## src/rtl/freq_synth_seq.sv

```systemverilog
// -----------------------------------------------------------------------------
// freq_synth_seq
//
// Programmable square-wave generator with a 4-slot frequency sequencer.
// Four target frequencies (in Hz) live in a small register memory. While
// running, the sequencer dwells DWELL_CYCLES clocks on each slot in turn.
// A fractional toggle accumulator produces the waveform, so the average
// output frequency matches the stored value exactly, even when the period
// is not a whole number of clocks.
//
// Optional build macro:
//   FREQ_SYNTH_LOOP_EN - when defined, the sequencer wraps from slot 3 back
//                        to slot 0 and keeps running until stop. done never
//                        asserts. When undefined, one pass is made, ending
//                        with a done pulse and a return to idle.
//
// Ports:
//   clk       in   1       system clock, rising edge
//   reset_n   in   1       synchronous active-low reset
//   we        in   1       frequency memory write strobe
//   addr_w    in   2       memory write address
//   data_w    in   FREQ_W  frequency to store in Hz (saturates at CLK_FREQ/2)
//   addr_r    in   2       memory read address
//   data_r    out  FREQ_W  combinational read of mem[addr_r]
//   start     in   1       one-cycle pulse, begins a sequence from idle
//   stop      in   1       one-cycle pulse, aborts a sequence (wins over start)
//   waveform  out  1       generated square wave, registered
//   busy      out  1       high while the sequencer is running
//   slot      out  2       index of the active slot
//   done      out  1       one-cycle pulse when a single pass completes
// -----------------------------------------------------------------------------
module freq_synth_seq #(
  parameter int CLK_FREQ     = 100_000_000,
  parameter int FREQ_W       = $clog2(CLK_FREQ / 2),
  parameter int DWELL_CYCLES = 50_000_000
) (
  input  logic              clk,
  input  logic              reset_n,
  input  logic              we,
  input  logic [1:0]        addr_w,
  input  logic [FREQ_W-1:0] data_w,
  input  logic [1:0]        addr_r,
  output logic [FREQ_W-1:0] data_r,
  input  logic              start,
  input  logic              stop,
  output logic              waveform,
  output logic              busy,
  output logic [1:0]        slot,
  output logic              done
);

  localparam int ACC_W   = FREQ_W + 2;
  localparam int DWELL_W = $clog2(DWELL_CYCLES + 1);

  localparam logic [FREQ_W-1:0]  F_MAX      = FREQ_W'(CLK_FREQ / 2);
  localparam logic [ACC_W-1:0]   CLK_ACC    = ACC_W'(CLK_FREQ);
  localparam logic [DWELL_W-1:0] DWELL_LAST = DWELL_W'(DWELL_CYCLES - 1);

  typedef enum logic {
    IDLE = 1'b0,
    RUN  = 1'b1
  } state_t;

  state_t             state;
  logic [FREQ_W-1:0]  mem [4];
  logic [ACC_W-1:0]   acc;
  logic [ACC_W-1:0]   acc_sum;
  logic [DWELL_W-1:0] dwell;
  logic [FREQ_W-1:0]  cur_freq;

  // Frequency memory. Writes are accepted in any state; values above the
  // Nyquist limit are clamped so the accumulator never needs two toggles
  // in one cycle.
  always_ff @(posedge clk) begin
    if (!reset_n) begin
      for (int i = 0; i < 4; i++) begin
        mem[i] <= '0;
      end
    end else if (we) begin
      mem[addr_w] <= (data_w > F_MAX) ? F_MAX : data_w;
    end
  end

  assign data_r   = mem[addr_r];
  assign cur_freq = mem[slot];

  // Adding 2f per clock and wrapping at CLK_FREQ gives 2f toggles per
  // second on average, i.e. an output frequency of exactly f.
  assign acc_sum = acc + {1'b0, cur_freq, 1'b0};

  always_ff @(posedge clk) begin
    if (!reset_n) begin
      state    <= IDLE;
      acc      <= '0;
      waveform <= 1'b0;
      busy     <= 1'b0;
      slot     <= 2'd0;
      done     <= 1'b0;
      dwell    <= '0;
    end else begin
      done <= 1'b0;
      case (state)
        IDLE: begin
          acc      <= '0;
          waveform <= 1'b0;
          if (start && !stop) begin
            state <= RUN;
            slot  <= 2'd0;
            dwell <= '0;
            busy  <= 1'b1;
          end
        end

        RUN: begin
          if (stop) begin
            // slot keeps its last value so software can see where it stopped
            state    <= IDLE;
            busy     <= 1'b0;
            waveform <= 1'b0;
            acc      <= '0;
          end else if (dwell == DWELL_LAST) begin
            // Slot boundary: the toggle is skipped this cycle and the level
            // is held, so no runt pulse appears at a frequency change.
            dwell <= '0;
            acc   <= '0;
            if (slot != 2'd3) begin
              slot <= slot + 2'd1;
            end else begin
`ifdef FREQ_SYNTH_LOOP_EN
              slot <= 2'd0;
`else
              state    <= IDLE;
              busy     <= 1'b0;
              waveform <= 1'b0;
              done     <= 1'b1;
`endif
            end
          end else begin
            dwell <= dwell + DWELL_W'(1);
            if (cur_freq != '0) begin
              if (acc_sum >= CLK_ACC) begin
                acc      <= acc_sum - CLK_ACC;
                waveform <= ~waveform;
              end else begin
                acc <= acc_sum;
              end
            end
          end
        end

        default: state <= IDLE;
      endcase
    end
  end

endmodule

```

## config.mk

```make
export PLATFORM = sky130hd
export DESIGN_NAME = freq_synth_seq
export DESIGN_NICKNAME = d
export VERILOG_FILES = /design/src/rtl/freq_synth_seq.sv
export SDC_FILE = /design/constraint.sdc
export NUM_CORES = 1
export LEC_CHECK = 0
export ABC_AREA = 1
export BUFFER_PORTS_ARGS = -buffer_cell sky130_fd_sc_hd__buf_4
export CAP_MARGIN = 20
export CORE_MARGIN = 2
export CORE_UTILIZATION = 60
export DETAILED_ROUTE_END_ITERATION = 10
export PLACE_DENSITY = 0.79
export SLEW_MARGIN = 20
export SYNTH_ARGS = -nofsm -noshare
export SYNTH_HDL_FRONTEND = slang
export SYNTH_SLANG_ARGS = --single-unit
export TNS_END_PERCENT = 30
```

## constraint.sdc

```tcl
create_clock -name clk -period 11 [get_ports clk]
set_clock_uncertainty 0.1 [all_clocks]
set_input_delay 1.1 -clock clk [delete_from_list [all_inputs] [get_ports clk]]
set_output_delay 1.1 -clock clk [all_outputs]
set_load 0.01 [all_outputs]
```

# --- Word-level counts from Yosys, hierarchy flattened ---
# Memories as Yosys holds them, arrays and structs flattened. A register that Yosys moved wholly into a read port is not among the register bits.
# Cells that the tools add are included.
classes:
  addsub: 4
  n_lt_le_gt_ge: 2
  eq_ne: 11
  mux: 40
  n_bitwise: 4
  reduce_logical: 9
ops:
  columns: ["operator", "count"]
  rows:
  - ["26-bit 2-to-1 mux", 5]
  - ["28-bit 2-to-1 mux", 4]
  - ["28-bit one-hot mux with 2 select lines", 1]
  - ["26-bit one-hot mux with 2 select lines", 1]
  - ["28-bit by 27-bit adder with 28-bit output", 1]
  - ["28-bit by 27-bit greater-or-equal comparator with 1-bit output, second input constant", 1]
  - ["28-bit by 27-bit subtractor with 28-bit output, second input constant", 1]
  - ["26-bit by 1-bit adder with 26-bit output, second input constant", 1]
  - ["26-bit equality test, second input constant", 1]
  - ["26-bit > comparator, second input constant", 1]
  - ["26-bit nonzero test", 1]
  - ["26-bit OR reduction", 1]
  - ["1-bit 2-to-1 mux", 18]
  - ["2-bit 2-to-1 mux", 7]
  - ["4-bit by 2-bit inequality test with 1-bit output, second input constant", 2]
  - ["2-bit inequality test, second input constant", 3]
  - ["1-bit one-hot mux with 2 select lines", 3]
  - ["3-bit AND reduction", 2]
  - ["2-bit by 1-bit inequality test with 1-bit output, second input constant", 2]
  - ["4-bit inequality test, second input constant", 1]
  - ["1-bit inverter", 4]
  - ["2-bit one-hot mux with 2 select lines", 1]
  - ["4-bit AND reduction", 1]
  - ["4-bit OR reduction", 1]
  - ["6 further kinds", 6]
totals:
  reg_bits: 60
  ram_bits: 104
  input_bits: 35
  out_inout_bits: 31
  memories: 1
mem_list:
  columns: ["memory", "depth", "width", "rd", "rd_ports_with_merged_regs", "wr", "line_no", "text"]
  rows:
  - ["mem", 4, 26, 2, 1, 4, "65", "logic [FREQ_W-1:0] mem [4];"]

# --- Depth between registers and ports, before layout ---
# Gate-level depths: netlist of the first run.
depth:
  word_depth: 7
  mapped_depth: 34
  depth_no_buf: 33

# --- Least setup slack after synthesis of the first run ---
# Ideal clock, no wire load.
synth_path:
  path_kind: "reg2reg"
  startpoint: "register (tool-made name)"
  endpoint: "register waveform"
  setup_time_ps: 62
  arrival_ps: 3460
  required_ps: 10838
  setup_slack_ps: 7378
  stages_incl_launch_ff: 32
  n_path_buf: 3
  path_cell_list: "dfxtp_1 buf_4 buf_4 a21oi_1 o21ai_0 nand2_1 inv_1 ha_1 fa_1 nand3_1 nand2_1 nand2_1 nand3b_1 nand2_1 ha_1 nand2_1 nor2_1 nand3_1 nor2_1 nand2_1 nor2_1 inv_1 nor2_1 nand2_1 nor2_1 nor2_1 nand2_4 nand2_4 buf_6 o21bai_4 inv_2 nor2_2"
synth_rtl:
  columns: ["element", "line_no", "text"]
  rows:
  - ["to (signal assigned)", "143", "waveform <= ~waveform;"]
  - ["to (decl)", "46", "output logic waveform,"]

==> results by group, run 1 <==
Outcome
  • Outcome: completed

Placement
  • IO buf count: 65
  • RD Place Congestion: 0.977
  • Placed cells: 1841
  • Hpwl dp: 22400 um
  • Placed Area: 11700 um2

Min path
  • Class of the worst hold path: register to register
  • Min-Delay Path Depth: 2

Synth
  • Mux cell area share after synthesis: 0%
  • Adder-Cell Fraction of Synth Area: 3.56%
  • Synth Area in Compound Gates: 12.0%
  • Mapped Cells: 1587
  • Sequential fraction of the synthesis area: 39.1%
  • Synth Flop Type: edfxtp_1
  • Yosys cell types: 50
  • Netlist area before placement: 11100 um2
  • Yosys reg bits: 165
  • Largest family of logic cells by synthesized area: simple AND/OR/NAND/NOR gates
  • Number of flops mapped to enable cells by yosys: 104
  • Mapped Nets: 1653
  • YS warnings: 0
  • Syn_area_per_cell: 7.01 um2
  • Synth Area in Simple Gates: 35.5%
  • Synth Area in XOR/XNOR: 1.18%
  • Async S/R FF share, synth: 0%

Global routing
  • GRT Total Usage: 32.7%
  • Grt ovf: 0
  • Global-route wire length before repair: 50800 um
  • Largest net degree at the start of global routing: 66
  • Vias in the first global route: 10081
  • Initial antenna violation count: 0

Job
  • Max_cap viols: 0

Die
  • Top Ports: 66
  • Die footprint: 19600 um2
  • CORE AREA: 18100 um2
  • Cell Rows: 49
  • Die Y: 140 um
  • Chip width: 140 um
  • Initial core utilization: 61.5%

Power and ir drop
  • Power Density: 127 nW/um2
  • Tot Pwr: 1.57 mW
  • P_leak: 5.37 nW
  • Worst vdd ir: 0.115 mV

Drt
  • Vias post-DR: 10848
  • DR iter-0 viols: 1066
  • WL/cell: 16.9 um
  • Pre-Repair DR Iteration Count: 5
  • WL final: 31700 um
  • DRT antenna net count: 0
  • DRC errors left: 0
  • Vias per cell: 5.79

Clocking
  • Clock slew at reported path FFs: 70 ps
  • Clk_lat worst skew: 440 ps
  • Clk buf depth: 2
  • Post-CTS setup buffer count: 0
  • CTS resizes: 0
  • Level count of the clock H-tree: 4
  • Clock sink count: 165
  • # hold bufs at CTS: 0
  • CTS tree: yes
  • CTS root buffer: clkbuf_16
  • Num CTS Buffers: 17

Timing
  • Final setup fails: 0
  • Setup_tns: 0 ps
  • Crit path time final: 5110 ps
  • Final worst path period share: 46.5%
  • Slew @ Worst Pin: 1000 ps
  • Final Hold Vio Count: 0
  • Slew Limit Fails: 0
  • RSZ-0062 raised after global routing: false
  • Fmax: 196 MHz
  • Worst slew margin: 33.2%

Setup path
  • Reg-to-reg endpoint: acc[23]
  • Path depth of the worst reg2reg path: 30
  • Slowest cell delay on critical path: 980 ps
  • Reg2reg setup slack: 5890 ps
  • Critical path class: register to register
  • Critical Path AT: 5380 ps
  • Worst path required time: 11260 ps
  • Worst setup path end: acc[23]
  • Crit path max fanout: 28
  • Crit path max-delay cell type: dfxtp_1
  • CP Capture Type: register
  • Startpoint types: register
  • Most used cell, CP: nand2_1

Layout
  • Most frequent cells in the layout: 415 x nand2_1, 254 x nor2_1, 177 x inv_1
  • Core Util, Final: 68.1%
  • Diodes inserted: 0
  • Leading cell type in the layout, fill and taps excluded: nand2_1
  • Non-Filler Instances: 1873
  • Nets: 1697
  • Filler cells: 1555
  • Area growth syn-to-layout: 10.8%
  • Layout cell share with drive strength beyond 1: 11.9%
  • Design area: 12300 um2
## Yosys cell counts (21+ instances only)
master      n  area, um2
a21oi_1    82        410
inv_1     177        664
o21ai_0    82        410
nand4_1    29        181
dfxtp_1    61       1220
edfxtp_1  104       3120
nor2_1    254        953
ha_1       30        375
nand2_1   416       1560
nand3_1    96        480
nand2_2    31        194
nor3_1     21        105
o22ai_1    27        169
clkbuf_1   32        120
## report_power, final
part           internal [mW]  switching, mW  leakage [nW]  total [mW]
Combinational         0.0853          0.175          3.58       0.261
Clock                  0.319          0.278         0.283       0.596
Sequential             0.691         0.0176          1.50       0.709
## through the flow
stage / hold WS (ps) / worst slack, ps
after CTS: 376 / 6040
after detailed placement: 364 / 6060
after floorplan: 336 / 7380
after global routing: 396 / 5340
final: 377 / 5890
after global placement: 357 / 6260
## how the worst min path moves through the flow
stage                          to    start  slack [ps]
after floorplan              busy    state         340
after global placement    acc[22]  acc[22]         360
after detailed placement  acc[20]  acc[20]         360
after CTS                 acc[20]  acc[20]         380
after global routing      acc[10]  acc[10]         400
final                     acc[24]  acc[24]         380
## state kept, by name, summed over array words and instances (netlist names), named ones only
register,count
acc,27
busy,1
done,1
dwell,26
mem,104
slot,2
state,1
waveform,1
## per-layer routing
layer  share of wire [%]  up-vias  track usage (%)
met3                 8.9       72             5.81
li1                    -     5295                -
met5                   0        -                0
met2                  47      540             53.3
met1                  41     4941             43.6
met4                 2.9        0             12.6
## worst max-delay path, delay by kind of cell, from the launching register on
family                   cells  cell delay, ps
flip-flops                   1             980
buffers and inverters        4             640
AND/OR/NAND/NOR             21            2100
adder cells (fa/ha/maj)      2             560
AO/OA/AOI/OAI                3             620
## cells by family (layout without fill, tap and decap cells)
logic type	count (synthesis)	in the layout
buffers and inverters	244	301
XOR/XNOR	15	15
flip-flops	165	165
AND/OR/NAND/NOR	903	903
AO/OA/AOI/OAI	229	229
adder cells (fa/ha/maj)	31	31
## final cells by class
class	count	area (um2)	area share (%)
well taps	229	287	2.33
clock inverters	15	149	1.21
flip-flops and latches	165	4350	35.3
inverters	191	717	5.82
multi-input cells	1178	5810	47.2
clock buffers	17	425	3.45
repair buffers	78	586	4.75
Power figures use the tool's default switching activity.
==> run 2: changes to the inputs <==
--- a/config.mk
+++ b/config.mk
@@ -9,9 +9,9 @@
 export BUFFER_PORTS_ARGS = -buffer_cell sky130_fd_sc_hd__buf_4
 export CAP_MARGIN = 20
 export CORE_MARGIN = 2
-export CORE_UTILIZATION = 60
+export CORE_UTILIZATION = 56
 export DETAILED_ROUTE_END_ITERATION = 10
-export PLACE_DENSITY = 0.79
+export PLACE_DENSITY = 0.77
 export SLEW_MARGIN = 20
 export SYNTH_ARGS = -nofsm -noshare
 export SYNTH_HDL_FRONTEND = slang
==> constraint.sdc (replaced) <==
create_clock -name clk -period 4.13 [get_ports clk]
set_clock_uncertainty 0.1 [all_clocks]
set_input_delay 0.413 -clock clk [delete_from_list [all_inputs] [get_ports clk]]
set_output_delay 0.413 -clock clk [all_outputs]
set_load 0.01 [all_outputs]
==> run 2 against run 1 <==
Effect of this change:
- register-to-register slack lost 5700 ps
- global-route usage shrank 2.6 points
- fmax increased by 31%
- first-iteration DRC count rose by 11%
- count of clock-buffer cells in the layout stayed put
- sequential share of layout area decreased by 0.94 points
==> results by group, run 2 (same netlist as run 1, synthesis figures left out) <==
Die
  • Die Y: 145 um
  • Initial core utilization: 57.1%
  • Top Ports: 66
  • Die footprint: 21000 um2
  • CORE AREA: 19500 um2
  • Chip width: 145 um
  • Cell Rows: 51

Setup path
  • Crit path max fanout: 19
  • CP Capture Type: register
  • Path depth of the worst reg2reg path: 22
  • Worst path required time: 4410 ps
  • Critical Path AT: 4180 ps
  • Startpoint types: register
  • Critical path class: register to register

Layout
  • Layout cell share with drive strength beyond 1: 14.2%
  • Regs by FF count: mem x104, acc x27, dwell x26
  • Largest reg by FF count: mem
  • Diodes inserted: 0
  • Largest register FFs: 104
  • Leading cell type in the layout, fill and taps excluded: nand2_1
  • Area growth syn-to-layout: 14.0%
  • Core Util, Final: 65.1%
  • Filler cells: 1679
  • Design area: 12700 um2
  • Nets: 1720
  • Most frequent cells in the layout: 413 x nand2_1, 251 x nor2_1, 176 x inv_1
  • Non-Filler Instances: 1932

Timing
  • Slew @ Worst Pin: 967 ps
  • Worst slew margin: 35.4%
  • Final worst path period share: 94.5%
  • Slew Limit Fails: 0
  • Final Hold Vio Count: 0
  • Slack of the critical path: 229 ps
  • Crit path time final: 3900 ps
  • RSZ-0062 raised after global routing: true
  • Final setup fails: 0
  • Fmax: 256 MHz
  • Setup_tns: 0 ps

Job
  • Max_cap viols: 0

Clocking
  • Clock slew at reported path FFs: 80 ps
  • CTS root buffer: clkbuf_16
  • CTS tree: yes
  • Level count of the clock H-tree: 4
  • Clock sink count: 165
  • # hold bufs at CTS: 0
  • Num CTS Buffers: 17
  • Clk_lat worst skew: 450 ps
  • Clk buf depth: 2

Placement
  • RD Place Congestion: 0.962
  • Place WS: 91.7 ps
  • Placed cells: 1887
  • Hpwl dp: 22700 um
  • IO buf count: 65
  • Placed Area: 11900 um2

Min path
  • Origin of the worst min-delay path: stop
  • Class of the worst hold path: input port to register
  • Min-Delay Path Depth: 4

Global routing
  • Global-route wire length before repair: 51100 um
  • Grt ovf: 0
  • Initial antenna violation count: 0
  • GRT Total Usage: 30.0%
  • Vias in the first global route: 10023
  • Largest net degree at the start of global routing: 54

Drt
  • Pre-Repair DR Iteration Count: 6
  • DRT antenna net count: 0
  • DRC errors left: 0
  • Vias per cell: 5.75
  • WL/cell: 16.8 um
  • WL final: 32400 um
  • Vias post-DR: 11108
  • DR iter-0 viols: 1186

Power and ir drop
  • Worst vdd ir: 0.267 mV
  • P_leak: 5.49 nW
  • Power Density: 338 nW/um2

Outcome
  • Outcome: completed
==> run 2: per-layer routing <==
layer / wire [um] / global-route usage, %
met1: 13500 / 42.3
met2: 14600 / 47.3
met5: 0 / 0
met4: 1120 / 10.9
met3: 3210 / 4.34
==> run 2: area by class of cell <==
| cell class | count | area [um2] | area share (%) |
|---|---|---|---|
| multi-input combinational | 1180 | 5880 | 46.4 |
| timing repair buffer | 99 | 777 | 6.13 |
| clock buffer | 17 | 425 | 3.36 |
| tap | 265 | 332 | 2.62 |
| sequential | 165 | 4350 | 34.3 |
| inverter | 191 | 717 | 5.66 |
| clock inverter | 15 | 191 | 1.51 |
==> run 2: final timing paths <==
check | to | slack, ps
worst min register to register | acc[22] | 380
worst max register to register | acc[9] | 230
worst max-delay path | acc[9] | 230
worst min-delay path | done | 190
==> run 2: power by group <==
part / switching, mW / internal (mW) / total (mW)
clock network: 0.831 / 0.832 / 1.66
registers: 0.0511 / 1.84 / 1.89
logic: 0.480 / 0.247 / 0.727
total: 1.36 / 2.92 / 4.28
==> run 2: timing repair <==
action,4_1_cts,5_1_grt
resized for setup,0,24
endpoints found under the setup margin,0,18
buffers inserted,0,10
==> run 2: critical path, stage by stage, from the launching register on <==
cell,delay [ps]
dfxtp_4,390
inv_2,80
buf_4,160
buf_4,210
nand2_1,80
a32o_1,290
inv_1,70
ha_1,420
nand2_1,130
nor2_1,150
nand2_1,110
nor2_1,110
nand2_1,120
nand4_1,120
nand2_1,160
nand2_1,150
nand2_1,130
nor2_2,220
nand2_4,140
buf_4,180
nand3_1,80
nand3_2,90
a21oi_2,140
==> run 2: per-stage QoR <==
| step | hold WS, ps | total power [mW] |
|---|---|---|
| 6_report | 193 | 4.28 |
| 5_1_grt | 231 | 4.42 |
| 3_5_place_dp | 365 | 2.60 |
| 4_1_cts | 185 | 4.24 |
| 2_1_floorplan | 336 | 2.37 |
| 3_3_place_gp | 361 | 2.59 |
